$ cat src/rtl/ex_muldiv_ctrl.sv
// ex_muldiv_ctrl: RV M-extension multiply/divide unit; start/op/a/b in, flush aborts, stall/busy/done/result out
module ex_muldiv_ctrl #(
  parameter int XLEN = 32,
  parameter int MUL_LAT = 2
) (
  input  logic            clk,
  input  logic            rst,
  input  logic            start,
  input  logic [2:0]      op,
  input  logic [XLEN-1:0] a,
  input  logic [XLEN-1:0] b,
  input  logic            flush,
  output logic            stall,
  output logic            busy,
  output logic            done,
  output logic [XLEN-1:0] result
);
  typedef enum logic [1:0] {IDLE, MUL, DIV, DONE} state_t;
  state_t state;
  logic [2:0] op_q;
  logic [XLEN-1:0] a_q, b_q, rem, quo, dvs, rem_n, quo_n, q_fin, r_fin, div_res;
  logic [XLEN-1:0] m_a, m_b, mul_res, a_mag, b_mag, fast_res, min_v;
  logic [2:0] m_op;
  logic [2*XLEN-1:0] ax, bx, prod;
  logic [XLEN:0] sh, diff;
  logic [5:0] cnt;
  logic neg_q, neg_r, a_neg, b_neg, d_sgn, div0, ovf, ge;
  always_comb begin
    m_op = state == IDLE ? op : op_q;
    m_a = state == IDLE ? a : a_q;
    m_b = state == IDLE ? b : b_q;
    ax = {{XLEN{m_op[1:0] != 2'b11 && m_a[XLEN-1]}}, m_a};
    bx = {{XLEN{!m_op[1] && m_b[XLEN-1]}}, m_b};
    prod = ax * bx;
    mul_res = m_op[1:0] == 2'b00 ? prod[XLEN-1:0] : prod[2*XLEN-1:XLEN];
    min_v = {1'b1, {(XLEN-1){1'b0}}};
    d_sgn = !op[0];
    a_neg = d_sgn && a[XLEN-1];
    b_neg = d_sgn && b[XLEN-1];
    a_mag = a_neg ? -a : a;
    b_mag = b_neg ? -b : b;
    div0 = b == '0;
    ovf = d_sgn && a == min_v && b == '1;
    fast_res = div0 ? (op[1] ? a : '1) : (op[1] ? '0 : min_v);
    sh = {rem, quo[XLEN-1]};
    diff = sh - {1'b0, dvs};
    ge = !diff[XLEN];
    rem_n = ge ? diff[XLEN-1:0] : sh[XLEN-1:0];
    quo_n = {quo[XLEN-2:0], ge};
    q_fin = neg_q ? -quo_n : quo_n;
    r_fin = neg_r ? -rem_n : rem_n;
    div_res = op_q[1] ? r_fin : q_fin;
  end
  assign busy = !rst && state != IDLE;
  assign stall = !rst && ((state == IDLE && start && !flush) || state == MUL || state == DIV);
  always_ff @(posedge clk) begin
    if (rst) begin
      state <= IDLE;
      done <= 1'b0;
      result <= '0;
      cnt <= '0;
    end else begin
      done <= 1'b0;
      case (state)
        IDLE: if (start && !flush) begin
          op_q <= op;
          a_q <= a;
          b_q <= b;
          if (!op[2]) begin
            if (MUL_LAT == 1) begin
              state <= DONE;
              done <= 1'b1;
              result <= mul_res;
            end else begin
              state <= MUL;
              cnt <= 6'd1;
            end
          end else if (div0 || ovf) begin
            state <= DONE;
            done <= 1'b1;
            result <= fast_res;
          end else begin
            state <= DIV;
            cnt <= '0;
            rem <= '0;
            quo <= a_mag;
            dvs <= b_mag;
            neg_q <= a_neg ^ b_neg;
            neg_r <= a_neg;
          end
        end
        MUL: if (flush) state <= IDLE;
        else if (cnt == 6'(MUL_LAT - 1)) begin
          state <= DONE;
          done <= 1'b1;
          result <= mul_res;
        end else cnt <= cnt + 6'd1;
        DIV: if (flush) state <= IDLE;
        else begin
          rem <= rem_n;
          quo <= quo_n;
          cnt <= cnt + 6'd1;
          if (cnt == 6'(XLEN - 1)) begin
            state <= DONE;
            done <= 1'b1;
            result <= div_res;
          end
        end
        default: state <= IDLE;
      endcase
    end
  end
endmodule
$ cat config.mk
export PLATFORM = sky130hd
export DESIGN_NAME = ex_muldiv_ctrl
export DESIGN_NICKNAME = d
export VERILOG_FILES = /design/src/rtl/ex_muldiv_ctrl.sv
export SDC_FILE = /design/constraint.sdc
export NUM_CORES = 2
export LEC_CHECK = 0
export ABC_AREA = 1
export BUFFER_PORTS_ARGS = -buffer_cell sky130_fd_sc_hd__buf_2
export CELL_PAD_IN_SITES_DETAIL_PLACEMENT = 1
export CELL_PAD_IN_SITES_GLOBAL_PLACEMENT = 1
export CORE_AREA = 8 8 337 339
export DETAILED_ROUTE_END_ITERATION = 8
export DIE_AREA = 0 0 345 347
export GPL_ROUTABILITY_DRIVEN = 0
export PLACE_DENSITY_LB_ADDON = 0.05
export SETUP_SLACK_MARGIN = 0.3
export SLEW_MARGIN = 30
export SYNTH_ARGS = -nofsm -noshare
export SYNTH_HDL_FRONTEND = slang
export SYNTH_SLANG_ARGS = --single-unit
$ cat constraint.sdc
create_clock -name clk -period 26.9 [get_ports clk]
set_clock_uncertainty 0.05 [all_clocks]
set_input_delay 2.69 -clock clk [delete_from_list [all_inputs] [get_ports clk]]
set_output_delay 2.69 -clock clk [all_outputs]
set_load 0.005 [all_outputs]
==> run summary <==
Startpoint Class: input pin
Syn_nets: 8290
Ys async rst share: 0%
WL/cell: 26.6 um
Layout cells sized above 1: 5.80%
Fmax: 82.0 MHz
Crit-path slowest cell: fa_1
Hold Slack: 0.417 ns
Slew margin rel.: 29.7%
GR Util All Layers: 36.6%
CP dominant cell by count: inv_1
Vias: 47.8k
Hold buffers post-CTS: 0
Post-synth EDFFs: 164
Crit. path cell count: 37
CP endpoint kind: flop
Largest cells by area after synthesis: fa_1, inv_1, nand2_1
Starting density of the core: 49.7%
WS Path Type: input pin to flop
Rows: 121
Reg2Reg Depth: 37
Final Max Tran Viols: 0
Yosys reg bits: 205
Worst EP required: 27.32 ns
Place WS: 14.03 ns
Crit-path leading delay family: adder cells
Max FO, Critical Path: 24
Commonest register cell after synthesis: edfxtp_1
Die outline width: 345 um
Ports: 106
Crit path buf inv count: 11
Resized cells post-CTS: 0
Area of the core: 0.108 mm^2
Final Setup Violations: 0
Half-perimeter wire length after placement: 176000 um
Final worst path period share: 45.3%
Largest stage delay, worst path: 0.65 ns
Inst Count DP: 8201
Final hold viol count: 0
Top cells by count, synth: inv_1, nand2_1, fa_1, nor2_1, ha_1
Status: finished clean
Worst slew pin tran: 1.05 ns
Final global-route overflow total: 0
Pin count of the biggest net entering global routing: 71
Final worst slack: 14.70 ns
Post-route DRC: 0
CTS max path bufs: 3
Maxcap violations: 0
RSZ-0062 raised after global routing: false
Syn Inst Count: 6836
Root buf cell: clkbuf_16
Post-synthesis sequential area ratio: 10.7%
DR iter-0 viols: 4577
Number of buffers added on ports: 105
Area Growth Syn to Fin: 5.61%
Initial antenna violation count: 7
Top-area cell type share of the netlist area: 41.9%
Hold depth: 2
Most instantiated library cell after synthesis: inv_1
CTS Buf Count: 23
H-tree depth: 1
Iteration count of the initial detailed-routing pass: 5
Largest area contributor in the netlist: fa_1
Wire length of the first global-routing pass: 333000 um
Mapped Area: 0.0537 mm^2
Sink Count: 205
Vias in the first global route: 52.4k
Die height: 347 um
Tmin final: 12.20 ns
Routed Antenna Nets: 0
Layout Cells excl Fill: 8247
TritonCTS clock tree: yes
TNS Setup: 0 ns
Clk_lat worst skew: 0.55 ns
DR vias/cell: 5.80
Library cells used by synthesis: 63
Post-CTS Setup Bufs: 0
Clock transition at path regs: 0.07 ns
HP Class: flop to flop
Nets: 8266
YS warnings: 0
Die area: 0.120 mm^2
Avg Cell Area, Syn: 7.86 um^2
Critical Path AT: 12.62 ns
DRT Wirelength: 219000 um
-- kinds of logic after synthesis --
| group | count (synthesis) | synth area share [%] |
|---|---|---|
| adders and majority gates | 1383 | 47.9 |
| AOI/OAI and AO/OA | 635 | 6.54 |
| DFF | 205 | 10.7 |
| buffers and inverters | 1918 | 13.5 |
| and+or+nand+nor | 2606 | 19.8 |
| xor gates and xnor gates | 89 | 1.45 |
-- stage by stage --
| stage | utilization (%) | cell area [um^2] |
|---|---|---|
| CTS | 52.5 | 56700 |
| detailed placement | 51.8 | 56000 |
| global route | 52.5 | 56700 |
| floorplan | - | 53700 |
| finish | 52.5 | 56800 |
| global placement | 51.8 | 56000 |
-- tightest hold or removal path, cell delays in order, from the launching register on --
cell     delay, ns
dfxtp_1       0.31
nand2_1       0.06
a21oi_1       0.05
-- per-layer routing --
metal	up-vias	global-route usage [%]	share of wire (%)	routed length (um)
met4	6	17.3	6.2	13600
li1	20200	-	-	-
met1	24500	48.3	39	85900
met3	638	8.72	10	22400
met2	2438	57.1	44	97100
met5	-	0	0.018	40
-- state kept, by name, indices dropped and copies added (netlist names), 2 cells and up --
register / count
op_q: 2
result: 32
state: 2
cnt: 6
quo: 32
a_q: 32
dvs: 32
b_q: 32
rem: 32
-- final timing paths --
check | startpoint | endpoint | slack [ns]
worst min-delay path | result[23] | result[23] | 0.42
worst max-delay path | a[31] | result[13] | 14.70
worst max register to register | state[0] | result[13] | 15.06
worst min register to register | result[23] | result[23] | 0.42
-- layout by cell type, fill, tap and decap left out, drive strengths merged, types with 41 or more instances in the layout --
| master | instances |
|---|---|
| inv | 1660 |
| nand2 | 1501 |
| nand3 | 210 |
| xor2 | 55 |
| nor2 | 733 |
| ha | 257 |
| nor3 | 72 |
| dfxtp | 41 |
| a21oi | 254 |
| fa | 1126 |
| edfxtp | 164 |
| o21ai | 257 |
| buf | 200 |
| nand4 | 45 |
-- cell type report --
type / count / area [um^2]
Fill cell: 13400 / 51300
Clock buffer: 26 / 608
Tap cell: 1414 / 1770
Sequential cell: 205 / 5750
Inverter: 1669 / 6260
Timing Repair Buffer: 200 / 1240
Antenna cell: 5 / 12.5
Multi-Input combinational cell: 4713 / 41000
Clock inverter: 15 / 134
Power is not shown: default switching activity piles up to over one toggle a cycle in this logic, so the estimate is an artifact.
